<file path="config.mk">
export PLATFORM = sky130hd
export DESIGN_NAME = writeback_stage_flat
export DESIGN_NICKNAME = d
export VERILOG_FILES = /design/src/rtl/legv8_pkg.sv /design/src/rtl/writeback_stage_if.sv /design/src/rtl/writeback_stage_load_extend.sv /design/src/rtl/writeback_stage.sv /design/src/flat_wrapper.sv
export SDC_FILE = /design/constraint.sdc
export NUM_CORES = 1
export LEC_CHECK = 0
export ABC_AREA = 0
export CORE_MARGIN = 4
export CORE_UTILIZATION = 45
export CTS_BUF_LIST = sky130_fd_sc_hd__clkbuf_16
export DETAILED_ROUTE_END_ITERATION = 8
export PLACE_DENSITY = 0.85
export SYNTH_ARGS = -nofsm -noshare
export SYNTH_HDL_FRONTEND = slang
export SYNTH_HIERARCHICAL = 1
export SYNTH_SLANG_ARGS = --single-unit
</file>
<file path="constraint.sdc">
create_clock -name clk -period 2.3 [get_ports clk]
set_input_delay 0.23 -clock clk [delete_from_list [all_inputs] [get_ports clk]]
set_output_delay 0.23 -clock clk [all_outputs]
set_load 0.1 [all_outputs]
</file>
<file path="src/rtl/legv8_pkg.sv">
// Shared LEGv8 writeback definitions: load-size encodings, XZR index and the WB entry layout.
package legv8_pkg;

    localparam int DATA_W = 64;
    localparam int REG_AW = 5;
    localparam int OPC_W  = 11;

    localparam logic [1:0]        SZ_B    = 2'b00;
    localparam logic [1:0]        SZ_H    = 2'b01;
    localparam logic [1:0]        SZ_SW   = 2'b10;
    localparam logic [1:0]        SZ_D    = 2'b11;
    localparam logic [REG_AW-1:0] XZR_IDX = 5'd31;

    // One instruction as held in the MEM/WB register.
    typedef struct packed {
        logic              valid;
        logic [OPC_W-1:0]  opcode;
        logic [REG_AW-1:0] dest;
        logic [DATA_W-1:0] alu;
        logic [DATA_W-1:0] rdata;
        logic              reg_write;
        logic              mem_to_reg;
        logic [1:0]        size;
    } wb_entry_t;

endpackage

</file>
<file path="src/rtl/writeback_stage_if.sv">
// MEM-to-WB bundle plus the register-file write port; WB_RETIRE_CNT_EN adds retired_count.
interface writeback_stage_if;
    import legv8_pkg::*;

    logic              mem_valid;
    logic [OPC_W-1:0]  mem_opcode;
    logic [REG_AW-1:0] mem_dest_reg;
    logic [DATA_W-1:0] mem_alu_result;
    logic [DATA_W-1:0] mem_read_data;
    logic              mem_reg_write;
    logic              mem_mem_to_reg;
    logic [1:0]        mem_size;
    logic              stall;
    logic              flush;

    logic [REG_AW-1:0] write_reg;
    logic [DATA_W-1:0] write_data;
    logic              RegWrite;
    logic              wb_valid;
    logic [OPC_W-1:0]  wb_opcode;
`ifdef WB_RETIRE_CNT_EN
    logic [63:0]       retired_count;
`endif

    modport master (
        output mem_valid, mem_opcode, mem_dest_reg, mem_alu_result, mem_read_data,
               mem_reg_write, mem_mem_to_reg, mem_size, stall, flush,
`ifdef WB_RETIRE_CNT_EN
        input  retired_count,
`endif
        input  write_reg, write_data, RegWrite, wb_valid, wb_opcode
    );

    modport slave (
        input  mem_valid, mem_opcode, mem_dest_reg, mem_alu_result, mem_read_data,
               mem_reg_write, mem_mem_to_reg, mem_size, stall, flush,
`ifdef WB_RETIRE_CNT_EN
        output retired_count,
`endif
        output write_reg, write_data, RegWrite, wb_valid, wb_opcode
    );

endinterface

</file>
<file path="src/rtl/writeback_stage_load_extend.sv">
// Load-size extension: B/H zero-extend, SW sign-extends the low word, D passes through.
module load_extend
    import legv8_pkg::*;
(
    input  logic [1:0]        i_size,
    input  logic [DATA_W-1:0] i_raw,
    output logic [DATA_W-1:0] o_val
);

    always_comb begin
        o_val = i_raw;
        case (i_size)
            SZ_B:    o_val = {56'd0, i_raw[7:0]};
            SZ_H:    o_val = {48'd0, i_raw[15:0]};
            SZ_SW:   o_val = {{32{i_raw[31]}}, i_raw[31:0]};
            default: o_val = i_raw;
        endcase
    end

endmodule

</file>
<file path="src/rtl/writeback_stage.sv">
// MEM/WB register and writeback mux for the pipelined LEGv8 core.
// Optional WB_RETIRE_CNT_EN adds a 64-bit retired-instruction counter.
module writeback_stage
    import legv8_pkg::*;
#(
    parameter int DATA_W = 64,
    parameter int REG_AW = 5
) (
    input logic             clk,
    input logic             rst_n,
    writeback_stage_if.slave bus
);

    wb_entry_t         w_mem_entry;
    wb_entry_t         r_wb;
    logic              r_done;
    logic [DATA_W-1:0] w_load_val;
    logic [REG_AW-1:0] w_dest;
    logic              w_retire;

    assign w_mem_entry = '{
        valid:      bus.mem_valid & ~bus.flush,
        opcode:     bus.mem_opcode,
        dest:       bus.mem_dest_reg,
        alu:        bus.mem_alu_result,
        rdata:      bus.mem_read_data,
        reg_write:  bus.mem_reg_write,
        mem_to_reg: bus.mem_mem_to_reg,
        size:       bus.mem_size
    };

    // r_done marks a stalled entry that has already had its one write cycle.
    always_ff @(posedge clk) begin
        if (!rst_n) begin
            r_wb   <= '0;
            r_done <= 1'b0;
        end else if (!bus.stall) begin
            r_wb   <= w_mem_entry;
            r_done <= 1'b0;
        end else if (bus.flush) begin
            r_wb.valid <= 1'b0;
            r_done     <= 1'b0;
        end else if (r_wb.valid) begin
            r_done <= 1'b1;
        end
    end

    load_extend u_load_extend (
        .i_size (r_wb.size),
        .i_raw  (r_wb.rdata),
        .o_val  (w_load_val)
    );

    assign w_dest   = r_wb.dest;
    assign w_retire = r_wb.valid & ~r_done;

    assign bus.write_reg  = w_dest;
    assign bus.write_data = r_wb.mem_to_reg ? w_load_val : r_wb.alu;
    assign bus.RegWrite   = w_retire & r_wb.reg_write & (w_dest != XZR_IDX);
    assign bus.wb_valid   = r_wb.valid;
    assign bus.wb_opcode  = r_wb.opcode;

`ifdef WB_RETIRE_CNT_EN
    logic [63:0] r_retired;

    always_ff @(posedge clk) begin
        if (!rst_n)        r_retired <= 64'd0;
        else if (w_retire) r_retired <= r_retired + 64'd1;
    end

    assign bus.retired_count = r_retired;
`endif

endmodule
</file>
<file path="src/flat_wrapper.sv">
// flat-port wrapper written by rule: the top's interface ports become plain ports
module writeback_stage_flat import legv8_pkg::*;
#(
    parameter int DATA_W = 64,
    parameter int REG_AW = 5
)
  (clk, rst_n, bus_mem_valid, bus_mem_opcode, bus_mem_dest_reg, bus_mem_alu_result, bus_mem_read_data, bus_mem_reg_write, bus_mem_mem_to_reg, bus_mem_size, bus_stall, bus_flush, bus_write_reg, bus_write_data, bus_RegWrite, bus_wb_valid, bus_wb_opcode);
  writeback_stage_if bus_i ();
  input logic clk;
  input logic rst_n;
  input wire logic [$bits(bus_i.mem_valid)-1:0] bus_mem_valid;
  input wire logic [$bits(bus_i.mem_opcode)-1:0] bus_mem_opcode;
  input wire logic [$bits(bus_i.mem_dest_reg)-1:0] bus_mem_dest_reg;
  input wire logic [$bits(bus_i.mem_alu_result)-1:0] bus_mem_alu_result;
  input wire logic [$bits(bus_i.mem_read_data)-1:0] bus_mem_read_data;
  input wire logic [$bits(bus_i.mem_reg_write)-1:0] bus_mem_reg_write;
  input wire logic [$bits(bus_i.mem_mem_to_reg)-1:0] bus_mem_mem_to_reg;
  input wire logic [$bits(bus_i.mem_size)-1:0] bus_mem_size;
  input wire logic [$bits(bus_i.stall)-1:0] bus_stall;
  input wire logic [$bits(bus_i.flush)-1:0] bus_flush;
  output wire logic [$bits(bus_i.write_reg)-1:0] bus_write_reg;
  output wire logic [$bits(bus_i.write_data)-1:0] bus_write_data;
  output wire logic [$bits(bus_i.RegWrite)-1:0] bus_RegWrite;
  output wire logic [$bits(bus_i.wb_valid)-1:0] bus_wb_valid;
  output wire logic [$bits(bus_i.wb_opcode)-1:0] bus_wb_opcode;
  assign bus_i.mem_valid = bus_mem_valid;
  assign bus_i.mem_opcode = bus_mem_opcode;
  assign bus_i.mem_dest_reg = bus_mem_dest_reg;
  assign bus_i.mem_alu_result = bus_mem_alu_result;
  assign bus_i.mem_read_data = bus_mem_read_data;
  assign bus_i.mem_reg_write = bus_mem_reg_write;
  assign bus_i.mem_mem_to_reg = bus_mem_mem_to_reg;
  assign bus_i.mem_size = bus_mem_size;
  assign bus_i.stall = bus_stall;
  assign bus_i.flush = bus_flush;
  assign bus_write_reg = bus_i.write_reg;
  assign bus_write_data = bus_i.write_data;
  assign bus_RegWrite = bus_i.RegWrite;
  assign bus_wb_valid = bus_i.wb_valid;
  assign bus_wb_opcode = bus_i.wb_opcode;
  writeback_stage #(.DATA_W(DATA_W), .REG_AW(REG_AW)) u_core (.clk(clk), .rst_n(rst_n), .bus(bus_i));
endmodule
</file>
==> results of run 1 <==
==> cell usage after synthesis <==
cell	instances
sky130_fd_sc_hd__buf_2	9
sky130_fd_sc_hd__nor2_2	1
sky130_fd_sc_hd__nor4bb_1	1
sky130_fd_sc_hd__buf_8	2
sky130_fd_sc_hd__mux2_2	64
sky130_fd_sc_hd__nor2b_1	156
sky130_fd_sc_hd__and2_1	16
sky130_fd_sc_hd__and4_1	1
sky130_fd_sc_hd__a21boi_1	2
sky130_fd_sc_hd__dfxtp_1	150
sky130_fd_sc_hd__nand2b_4	1
sky130_fd_sc_hd__a211oi_1	1
sky130_fd_sc_hd__a21boi_2	28
sky130_fd_sc_hd__clkbuf_1	17
sky130_fd_sc_hd__nor3b_2	1
sky130_fd_sc_hd__nand2_1	33
sky130_fd_sc_hd__buf_4	35
sky130_fd_sc_hd__nor2_1	1
sky130_fd_sc_hd__buf_6	13
sky130_fd_sc_hd__mux2i_1	149
sky130_fd_sc_hd__a21boi_0	2
==> final timing paths <==
| kind | slack, ns | endpoint | depth (start not counted) |
|---|---|---|---|
| max reg2reg | 1.36 | u_core/r_wb[1]$_SDFFE_PN0N_ | 3 |
| max | 0.16 | bus_write_data[14] | 5 |
| min | 0.27 | u_core/r_wb[78]$_SDFFE_PN0N_ | 2 |
| min reg2reg | 0.51 | u_core/r_wb[34]$_SDFFE_PN0N_ | 2 |
==> power groups by stage <==
stage	sequential, mW	combinational, mW	clock [mW]
after global placement	2.88	1.89	0
final	2.84	1.90	2.71
after detailed placement	2.89	1.91	0
after global routing	2.86	1.99	2.90
after CTS	2.84	1.91	2.77
after floorplan	2.87	1.24	0
==> worst register-to-register path: cells and delay by family, from the launching register on <==
family	cells	cell delay (ns)
flops	1	0.36
mux	1	0.11
simple gates	1	0.14
buf+inv	1	0.26
==> cell families after synthesis <==
kind of cell	after synthesis	share of synthesized area
and+or+nand+nor	211	0.1703
buffers and inverters	76	0.07435
AOI/OAI and AO/OA	33	0.04787
DFF	150	0.4074
muxes	213	0.3001
==> timing repair <==
action | 4_1_cts | 5_1_grt
setup buffers | 0 | 0
setup endpoints to repair | 0 | 1
hold buffers | 0 | 0
gates resized for setup | 0 | 0
==> through the flow <==
stage / std cells / instance area [um^2] / utilization
finish: 1103 / 10790 / 0.6765
global route: 1103 / 10790 / 0.6765
CTS: 1102 / 10780 / 0.6760
detailed placement: 1070 / 10210 / 0.6402
global placement: 1070 / 10210 / 0.6402
floorplan: 683 / 7383 / -
==> area by class of cell <==
class / instances / area share
tap: 216 / 0.02506
clock buffer: 17 / 0.03944
sequential: 150 / 0.2785
multi-input combinational: 458 / 0.3561
clock inverter: 15 / 0.01346
timing repair buffer: 247 / 0.2874
==> per-layer routing <==
layer	global-route usage	vias up
li1	-	2649
met1	0.2446	2518
met2	0.3319	170
met3	0.08105	17
met4	0.05767	2
met5	0	-
==> cell usage in the layout, fill, tap and decap left out, drive strengths merged, types with 4 or more instances in the layout <==
cell | Yosys | layout
nand2 | 33 | 33
mux2i | 149 | 149
a21boi | 32 | 32
mux2 | 64 | 64
clkinvlp | 0 | 4
clkinv | 0 | 4
inv | 0 | 6
nor2b | 156 | 156
clkdlybuf4s50 | 0 | 150
dfxtp | 150 | 150
clkbuf | 17 | 18
and2 | 16 | 16
buf | 59 | 96
==> reports/qor.yml, run 1 <==
synth.yosys.seq_area_share: 0.4074
clock_tree.root_cell: "sky130_fd_sc_hd__clkbuf_16"
io_pins: 235
rsz0062_at_grt: "no"
fin_worst_hold_slack_ns: 0.2736
syn_inst: 683
power_report.internal_total_mw: 5.102
tritoncts: "yes"
crit_arrival_ns: 1.91
placementRows: 46
routed-wl-met3_um: 1714
power.share.clock: 0.364
nets: 1027
power-per-cell-area_mw_per_mm2: 690.0
setup.worst_path.start: "u_core/r_wb[0]$_SDFFE_PN0N_"
floorplan.die_area_mm2: 0.01849
largest_reg_flops: 132
detail_route.iter0.violations: 229
multi_input_logic_area_mm2: 0.003841
die_h_um: 136.0
worstReg2RegStart: "u_core/r_wb[1]$_SDFFE_PN0N_"
worst_hold_path_type: "input port to register"
design_power_total_mw: 7.441
crit_path_max_fanout: 12
synth_top_area_share: 0.4074
sequential_cell_area_mm2: 0.003004
share_seq_of_total_power: 0.381
pin_count_of_the_biggest_net_entering_global_routing: 54
yosys.area.top_type: "sky130_fd_sc_hd__dfxtp_1"
place.detailed.hpwl_um: 13110
fmax_mhz: 466.9
ir_worst_vdd_mv: 0.4827
end_kind: "output pin"
remaining_drc_errors: 0
tightest_slew_ns: 0.5611
wl_met1_um: 7704
finalSetupViolations: 0
result_of_the_run: "completed"
global_route.usage.total: 0.2018
timing.max_cap.violations: 0
grt_antenna_before_repair: 1
critPathBufInv: 2
clkLatencyLatePin_ns: 0.42
number_of_failing_hold_endpoints_at_the_final_stage: 0
power.share.switching: 0.3144
post_drt_via_cell_ratio: 4.856
mappedNetlistArea_mm2: 0.007371
clk_transition_reported_paths_ns: 0.06
total_switching_power_mw: 2.340
route.top_layer_used: "met5"
fin_clk_skew_ns: 0.001485
design.core.area_mm2: 0.01594
drt_pre_antenna_iters: 4
cts_inserted_buffers: 17
worst_hold_launch: "rst_n"
initial_core_util: 0.4623
antenna_violating_nets_post_route: 0
fill_cells: 1209
htreeDepth: 4
cpMaxStageDelayCell: "sky130_fd_sc_hd__nor2_2"
syn_to_final_growth_pct: 46.32
max-slew-margin-rel: 0.6260
timing.final.crit_share: 0.9311
grt_pass1_wl_um: 29390
synth.lib_cells_used.distinct: 21
synthesis.nets: 836
cts.sinks: 150
part_of_the_total_power_dissipated_in_combinational_logic: 0.255
floorplan.die.width_um: 136.0
timing_max_transition_violations_final: 0
ys_top_cells_by_area: "sky130_fd_sc_hd__dfxtp_1 41%, sky130_fd_sc_hd__mux2i_1 20%, sky130_fd_sc_hd__nor2b_1 13%, sky130_fd_sc_hd__mux2_2 9.8%, sky130_fd_sc_hd__a21boi_2 4.3%"
setup_tns_ns: 0
vias_in_the_first_global_route: 5539
grt_overflow: 0
ys_warn_count: 6
critical_path_class: "register to output pin"
timing.critical_path.cells: "buf_4 > nor2_2 > nor2b_1 > mux2_2 > buf_12"
buffer_ports.inserted: 234
gpl.final_weighted_congestion: 0.7689
p_leak_nw: 4.431
worstPathRequired_ns: 2.07
post_drt_wl_per_cell_um: 16.96
timing.final.ws_setup_ns: 0.1584
cpPeakStageDelay_ns: 0.35
ctsLongestPathBuffers: 2
syn_avg_cell_area_um2: 10.79
startpoint_class_of_the_critical_path: "register"
final_period_minus_worst_setup_slack_ns: 2.142
dr_vias: 5356
preCtsSetupSlack_ns: 0.5383
antenna_cells_inserted: 0
critical-path-top-delay-family: "simple AND/OR/NAND/NOR gates"
drive_gt1_frac: 0.2559
postRouteWirelength_um: 18700
synth_seq_cells: 150
routed_wl_met2_um: 9029
(Power assumes the default switching activity.)
==> run 2, diff against run 1 <==
--- a/config.mk
+++ b/config.mk
@@ -5,12 +5,12 @@
 export SDC_FILE = /design/constraint.sdc
 export NUM_CORES = 1
 export LEC_CHECK = 0
-export ABC_AREA = 0
+export ABC_AREA = 1
 export CORE_MARGIN = 4
 export CORE_UTILIZATION = 45
 export CTS_BUF_LIST = sky130_fd_sc_hd__clkbuf_16
 export DETAILED_ROUTE_END_ITERATION = 8
-export PLACE_DENSITY = 0.85
+export PLACE_DENSITY = 0.87
 export SYNTH_ARGS = -nofsm -noshare
 export SYNTH_HDL_FRONTEND = slang
 export SYNTH_HIERARCHICAL = 1
==> reports/qor.yml, run 2 <==
result_of_the_run: "completed"  # unchanged
part_of_the_total_power_dissipated_in_combinational_logic: 0.260  # was 0.255
grt_overflow: 0  # unchanged
synth_seq_cells: 150  # unchanged
detailed_place.area_mm2: 0.009547  # was 0.01021 mm^2
design.core.area_mm2: 0.01470  # was 0.01594 mm^2
remaining_drc_errors: 0  # unchanged
yosysMostFrequentCell: "sky130_fd_sc_hd__nor2_1"  # was sky130_fd_sc_hd__nor2b_1
setup_tns_ns: 0  # unchanged
cts_inserted_buffers: 17  # unchanged
end_kind: "output pin"  # unchanged
timing.final.ws_setup_ns: 0.1788  # was 0.1584 ns
finalSetupViolations: 0  # unchanged
leading_cell_types_in_the_layout_fill_and_taps_excluded: "311 x sky130_fd_sc_hd__nor2_1, 156 x sky130_fd_sc_hd__o21ai_0, 150 x sky130_fd_sc_hd__clkdlybuf4s50_1"  # was 156 x sky130_fd_sc_hd__nor2b_1, 150 x sky130_fd_sc_hd__clkdlybuf4s50_1, 149 x sky130_fd_sc_hd__mux2i_1, 149 x sky130_fd_sc_hd__dfxtp_1, 69 x sky130_fd_sc_hd__buf_12
final_common_cell: "sky130_fd_sc_hd__nor2_1"  # was sky130_fd_sc_hd__nor2b_1
post_drt_via_cell_ratio: 4.928  # was 4.856
power.share.clock: 0.380  # was 0.364
postSynth.asyncResetShare: 0  # unchanged
critPathBufInv: 3  # was 2
design_area_mm2: 0.01019  # was 0.01079 mm^2
p_leak_nw: 4.509  # was 4.431 nW
htreeDepth: 4  # unchanged
syn_avg_cell_area_um2: 6.703  # was 10.79 um^2
total_switching_power_mw: 2.453  # was 2.340 mW
antenna_cells_inserted: 0  # unchanged
floorplan.die_area_mm2: 0.01715  # was 0.01849 mm^2
post_drt_wl_per_cell_um: 13.92  # was 16.96 um
clock_tree.root_cell: "sky130_fd_sc_hd__clkbuf_16"  # unchanged
critical_path_class: "register to output pin"  # unchanged
gpl.final_weighted_congestion: 0.8700  # was 0.7689
whs_path_depth: 3  # was 2
clkLatencyLatePin_ns: 0.41  # was 0.42 ns
synth.lib_cells_used.distinct: 14  # was 21
ctsLongestPathBuffers: 2  # unchanged
share_seq_of_total_power: 0.360  # was 0.381
ys.flop_type: "sky130_fd_sc_hd__dfxtp_1"  # unchanged
largest_reg_flops: 132  # unchanged
syn_to_final_growth_pct: 49.82  # was 46.32%
ys_warn_count: 6  # unchanged
worst_hold_path_type: "input port to register"  # unchanged
number_of_failing_hold_endpoints_at_the_final_stage: 0  # unchanged
vias_in_the_first_global_route: 6436  # was 5,539
buffer_ports.inserted: 234  # unchanged
pin_count_of_the_biggest_net_entering_global_routing: 65  # was 54
startpoint_class_of_the_critical_path: "register"  # unchanged
number_of_non_filler_instances_in_the_completed_layout: 1379  # was 1,103
yosys.area.top_type: "sky130_fd_sc_hd__dfxtp_1"  # unchanged
die_h_um: 131.0  # was 136.0 um
power_report.internal_total_mw: 5.548  # was 5.102 mW
synth_top_area_share: 0.4413  # was 0.4074
synth.yosys.seq_area_share: 0.4413  # was 0.4074
place.detailed.hpwl_um: 13280  # was 13,110 um
reg2regPathDepth: 3  # unchanged
tritoncts: "yes"  # unchanged
power-per-cell-area_mw_per_mm2: 785.0  # was 690.0 mW/mm^2
commonest_cells_post_synth: "312 x sky130_fd_sc_hd__nor2_1, 192 x sky130_fd_sc_hd__o21ai_0, 150 x sky130_fd_sc_hd__dfxtp_1"  # was 156 x sky130_fd_sc_hd__nor2b_1, 150 x sky130_fd_sc_hd__dfxtp_1, 149 x sky130_fd_sc_hd__mux2i_1
postRouteWirelength_um: 19200  # was 18,700 um
timing.critical_path.cells: "buf_4 > nor2_1 > buf_4 > nor2_1 > nand2_1 > o21ai_1 > buf_12"  # was buf_4 > nor2_2 > nor2b_1 > mux2_2 > buf_12
global_route.usage.total: 0.2230  # was 0.2018
cts_post_setup_buffers_inserted: 0  # unchanged
grt_pass1_wl_um: 30350  # was 29,390 um
mappedNetlistArea_mm2: 0.006804  # was 0.007371 mm^2
drive_gt1_frac: 0.1071  # was 0.2559
placementRows: 44  # was 46
timing.final.crit_share: 0.9223  # was 0.9311
floorplan.die.width_um: 131.0  # was 136.0 um
final_period_minus_worst_setup_slack_ns: 2.121  # was 2.142 ns
dr_vias: 6796  # was 5,356
tightest_slew_ns: 0.5928  # was 0.5611 ns
fmax_mhz: 471.4  # was 466.9 MHz
detail_route.iter0.violations: 490  # was 229
rsz0062_at_grt: "no"  # unchanged
ys_top_cells_by_area: "sky130_fd_sc_hd__dfxtp_1 44%, sky130_fd_sc_hd__nor2_1 17%, sky130_fd_sc_hd__o21ai_0 14%, sky130_fd_sc_hd__nand2_1 6.4%, sky130_fd_sc_hd__inv_1 5.0%"  # was sky130_fd_sc_hd__dfxtp_1 41%, sky130_fd_sc_hd__mux2i_1 20%, sky130_fd_sc_hd__nor2b_1 13%, sky130_fd_sc_hd__mux2_2 9.8%, sky130_fd_sc_hd__a21boi_2 4.3%
number_of_flops_mapped_to_enable_cells_by_yosys: 0  # unchanged
timing_max_transition_violations_final: 0  # unchanged
worst-path-stages: 7  # was 5
io_pins: 235  # unchanged
cpMaxStageDelayCell: "sky130_fd_sc_hd__dfxtp_2"  # was sky130_fd_sc_hd__nor2_2
fill_cells: 1153  # was 1,209
nets: 1337  # was 1,027
cpPeakStageDelay_ns: 0.34  # was 0.35 ns
antenna_violating_nets_post_route: 0  # unchanged
max-slew-margin-rel: 0.6048  # was 0.6260
worstPathRequired_ns: 2.07  # about the same
critical-path-top-delay-family: "buffers and inverters"  # was simple AND/OR/NAND/NOR gates
crit_path_max_fanout: 23  # was 12
preCtsSetupSlack_ns: 0.5850  # was 0.5383 ns
grt_antenna_before_repair: 0  # was 1
synthesis.nets: 1168  # was 836
timing.max_cap.violations: 0  # unchanged
ir_worst_vdd_mv: 0.4490  # was 0.4827 mV
clk_transition_reported_paths_ns: 0.06  # about the same
power.share.switching: 0.3066  # was 0.3144
initial_core_util: 0.4629  # was 0.4623
place_inst: 1349  # was 1,070
syn_inst: 1015  # was 683
finalCoreUtilization: 0.6935  # was 0.6765
cts.sinks: 150  # unchanged
crit_arrival_ns: 1.89  # was 1.91 ns
fin_clk_skew_ns: 0.0002334  # was 0.001485 ns
drt_pre_antenna_iters: 4  # unchanged
-- run 2: changes by cell type after synthesis, sizes merged, moves of 15 or more --
cell    change
a21boi     -32
and2       -16
buf        +15
inv        +92
mux2       -64
mux2i     -149
nand2      +83
nand3      +34
nor2      +310
nor2b     -156
o21ai     +212
-- run 2: cells by family after synthesis --
| logic type | Yosys count | share of synthesized area |
|---|---|---|
| AOI/OAI and AO/OA | 212 | 0.1559 |
| and+or+nand+nor | 463 | 0.2622 |
| buffers and inverters | 190 | 0.1405 |
| DFF | 150 | 0.4413 |
-- run 2: stage by stage --
| step | hold WS, ns | total power, mW |
|---|---|---|
| floorplan | 0.3650 | 4.231 |
| global placement | 0.4590 | 4.982 |
| detailed placement | 0.4708 | 5.017 |
| CTS | 0.2002 | 8.071 |
| global route | 0.2301 | 8.308 |
| finish | 0.2162 | 8.002 |
-- run 2: worst min-delay path: stages --
cell	delay, ns
sky130_fd_sc_hd__buf_4	0.21
sky130_fd_sc_hd__o21ai_0	0.10
sky130_fd_sc_hd__nor2_1	0.04
-- run 2: final cells by class --
cell class	instances	area (um^2)	area share
Clock buffer	17	425.4	0.04173
Clock inverter	13	214.0	0.02099
Inverter	92	347.8	0.03412
Multi-Input combinational cell	675	2848	0.2794
Sequential cell	150	3008	0.2951
Tap cell	184	230.2	0.02259
Timing Repair Buffer	248	3120	0.3061
-- run 2: what timing repair did --
| action | in CTS | in global routing |
|---|---|---|
| gates resized for setup | 0 | 2 |
| hold buffers | 0 | 0 |
| setup endpoints to repair | 0 | 2 |
-- run 2: final timing paths --
path | start | to | slack, ns
worst min register to register | u_core/r_wb[29]$_SDFFE_PN0N_ | u_core/r_wb[29]$_SDFFE_PN0N_ | 0.48
worst max-delay path | u_core/r_wb[1]$_SDFFE_PN0N_ | bus_write_data[14] | 0.18
worst min-delay path | rst_n | u_core/r_wb[77]$_SDFFE_PN0N_ | 0.22
worst max register to register | u_core/r_wb[1]$_SDFFE_PN0N_ | u_core/r_wb[1]$_SDFFE_PN0N_ | 1.46
-- run 2: power by group through the flow --
stage / combinational, mW / clock, mW / sequential (mW)
2_1_floorplan: 1.32 / 0 / 2.91
4_1_cts: 2.09 / 3.10 / 2.88
3_3_place_gp: 2.05 / 0 / 2.93
6_report: 2.08 / 3.04 / 2.88
3_5_place_dp: 2.08 / 0 / 2.94
5_1_grt: 2.20 / 3.20 / 2.90
-- run 2: routing by layer --
metal | part of all wire | global-route usage
met1 | 0.39 | 0.2614
met2 | 0.49 | 0.3743
met3 | 0.10 | 0.08049
met4 | 0.021 | 0.08288
met5 | 0 | 0
==> run 3, diff against run 2 <==
--- a/config.mk
+++ b/config.mk
@@ -6,7 +6,7 @@
 export NUM_CORES = 1
 export LEC_CHECK = 0
 export ABC_AREA = 1
-export CORE_MARGIN = 4
+export CORE_MARGIN = 3
 export CORE_UTILIZATION = 45
 export CTS_BUF_LIST = sky130_fd_sc_hd__clkbuf_16
 export DETAILED_ROUTE_END_ITERATION = 8
==> reports/qor.yml, run 3 (same netlist as run 2, synthesis figures left out) <==
detail_route.iter0.violations: 460  # was 490
post_cts_hold_buffer_count: 0  # unchanged
worstReg2RegStart: "u_core/r_wb[1]$_SDFFE_PN0N_"  # unchanged
power-per-cell-area_mw_per_mm2: 749.5  # was 785.0 mW/mm^2
critical_path_class: "register to output pin"  # unchanged
cts_inserted_buffers: 17  # unchanged
timing_max_transition_violations_final: 0  # unchanged
design_area_mm2: 0.01011  # was 0.01019 mm^2
startpoint_class_of_the_critical_path: "register"  # unchanged
tightest_slew_ns: 0.4861  # was 0.5928 ns
die_h_um: 129.0  # was 131.0 um
end_kind: "output pin"  # unchanged
largest_reg_flops: 132  # unchanged
antenna_violating_nets_post_route: 0  # unchanged
crit_path_max_fanout: 32  # was 23
nets: 1338  # was 1,337
timing.rr.end: "u_core/r_wb[1]$_SDFFE_PN0N_"  # unchanged
ir_worst_vdd_mv: 0.6343  # was 0.4490 mV
global_route.usage.total: 0.2364  # was 0.2230
htreeDepth: 4  # unchanged
cpPeakStageDelay_ns: 0.49  # was 0.34 ns
worst_path_most_repeated_cell: "sky130_fd_sc_hd__nand2_1"
worst_hold_path_type: "input port to register"  # unchanged
design_power_total_mw: 7.576  # was 8.002 mW
timing.critical_path.cells: "nand3_1 > buf_4 > nand2_1 > nand2_1 > o21ai_0 > buf_12"  # was buf_4 > nor2_1 > buf_4 > nor2_1 > nand2_1 > o21ai_1 > buf_12
grt_pass1_wl_um: 31480  # was 30,350 um
grt_overflow: 0  # unchanged
rsz0062_at_grt: "no"  # unchanged
floorplan.die_area_mm2: 0.01663  # was 0.01715 mm^2
pin_count_of_the_biggest_net_entering_global_routing: 96  # was 65
timing.max_cap.violations: 0  # unchanged
dr_vias: 6818  # was 6,796
drive_gt1_frac: 0.1077  # was 0.1071
cts_post_setup_buffers_inserted: 0  # unchanged
timing.final.crit_share: 0.8969  # was 0.9223
fin_clk_skew_ns: 0.00008682  # was 0.0002334 ns
detailed_place.area_mm2: 0.009554  # was 0.009547 mm^2
floorplan.die.width_um: 129.0  # was 131.0 um
syn_to_final_growth_pct: 48.55  # was 49.82%
vias_in_the_first_global_route: 6525  # was 6,436
post_drt_wl_per_cell_um: 14.23  # was 13.92 um
grt_antenna_before_repair: 2  # was 0
clkLatencyLatePin_ns: 0.42  # was 0.41 ns
final_period_minus_worst_setup_slack_ns: 2.063  # was 2.121 ns
ff2ff_setup_slack_ns: 1.30  # was 1.46 ns
result_of_the_run: "completed"  # unchanged
worst-path-stages: 6  # was 7
io_pins: 235  # unchanged
clock_tree.root_cell: "sky130_fd_sc_hd__clkbuf_16"  # unchanged
reg2regPathDepth: 3  # unchanged
number_of_failing_hold_endpoints_at_the_final_stage: 0  # unchanged
p_leak_nw: 4.472  # was 4.509 nW
design.core.area_mm2: 0.01464  # was 0.01470 mm^2
postRouteWirelength_um: 19660  # was 19,200 um
cpMaxStageDelayCell: "sky130_fd_sc_hd__dfxtp_4"  # was sky130_fd_sc_hd__dfxtp_2
cts-resized-gates: 0  # unchanged
crit_arrival_ns: 1.83  # was 1.89 ns
critical-path-top-delay-family: "flip-flops"  # was buffers and inverters
ctsLongestPathBuffers: 2  # unchanged
finalSetupViolations: 0  # unchanged
max-slew-margin-rel: 0.6759  # was 0.6048
gpl.final_weighted_congestion: 0.8081  # was 0.8700
drt_pre_antenna_iters: 4  # unchanged
leading_cell_types_in_the_layout_fill_and_taps_excluded: "310 x sky130_fd_sc_hd__nor2_1, 156 x sky130_fd_sc_hd__o21ai_0, 150 x sky130_fd_sc_hd__clkdlybuf4s50_1"  # was 311 x sky130_fd_sc_hd__nor2_1, 156 x sky130_fd_sc_hd__o21ai_0, 150 x sky130_fd_sc_hd__clkdlybuf4s50_1
initial_core_util: 0.4646  # was 0.4629
buffer_ports.inserted: 234  # unchanged
setup.worst_path.start: "u_core/r_wb[1]$_SDFFE_PN0N_"  # unchanged
critPathBufInv: 2  # was 3
place.detailed.hpwl_um: 13260  # was 13,280 um
clk_transition_reported_paths_ns: 0.06  # about the same
fmax_mhz: 484.8  # was 471.4 MHz
cts.sinks: 150  # unchanged
tritoncts: "yes"  # unchanged
crit_end: "bus_write_data[34]"  # was bus_write_data[14]
final_common_cell: "sky130_fd_sc_hd__nor2_1"  # unchanged
post_drt_via_cell_ratio: 4.933  # was 4.928
remaining_drc_errors: 0  # unchanged
worstPathRequired_ns: 2.07  # about the same
placementRows: 44  # unchanged
antenna_cells_inserted: 0  # unchanged
==> run 3: how the worst min path moves through the flow <==
| stage | startpoint | end | depth (start not counted) |
|---|---|---|---|
| floorplan | bus_mem_opcode[0] | u_core/bus.wb_opcode[0]$_SDFFE_PN0N_ | 2 |
| global placement | u_core/r_done$_SDFFE_PP0P_ | u_core/r_done$_SDFFE_PP0P_ | 2 |
| detailed placement | u_core/r_done$_SDFFE_PP0P_ | u_core/r_done$_SDFFE_PP0P_ | 2 |
| CTS | rst_n | u_core/r_wb[75]$_SDFFE_PN0N_ | 3 |
| global route | rst_n | u_core/r_wb[71]$_SDFFE_PN0N_ | 3 |
| finish | rst_n | u_core/bus.wb_opcode[9]$_SDFFE_PN0N_ | 3 |
==> run 3: area by class of cell <==
class / instances / area (um^2)
multi-input combinational: 675 / 2850
timing repair buffer: 249 / 3120
clock inverter: 15 / 122.6
sequential: 150 / 3010
clock buffer: 17 / 425.4
inverter: 92 / 347.8
fill: 1140 / 4537
tap: 184 / 230.2
==> run 3: worst reg2reg max path, cell delays in order (launching register included) <==
cell and delay (ns):
sky130_fd_sc_hd__dfxtp_4 0.49, sky130_fd_sc_hd__buf_4 0.27, sky130_fd_sc_hd__nor2_1 0.07, sky130_fd_sc_hd__nor2_1 0.10
==> run 3: report_power, final <==
part	switching, mW	internal (mW)	leakage (nW)
combinational	1.31	0.764	2.94
sequential	0.115	2.78	1.25
clock	1.05	1.56	0.280
total	2.47	5.10	4.47
==> run 3: metrics by stage <==
stage	hold slack [ns]	utilization	std cells	setup TNS (ns)	worst slack, ns
detailed placement	0.4628	0.6524	1350	0	0.5430
floorplan	0.3650	-	1015	-12.39	-0.6883
finish	0.2256	0.6902	1382	0	0.2371
global placement	0.4564	0.6524	1350	0	0.5715
CTS	0.2055	0.6899	1382	0	0.07232
global route	0.2380	0.6902	1382	0	0.07509
==> run 3: layer usage <==
layer | share of wire | vias to the layer above | wire, um | track usage
met3 | 0.092 | 36 | 1800 | 0.08302
li1 | - | 3464 | - | -
met4 | 0.019 | 4 | 364 | 0.07721
met2 | 0.50 | 256 | 9750 | 0.4027
met5 | 0.0014 | - | 27 | 0
met1 | 0.39 | 3058 | 7717 | 0.2782
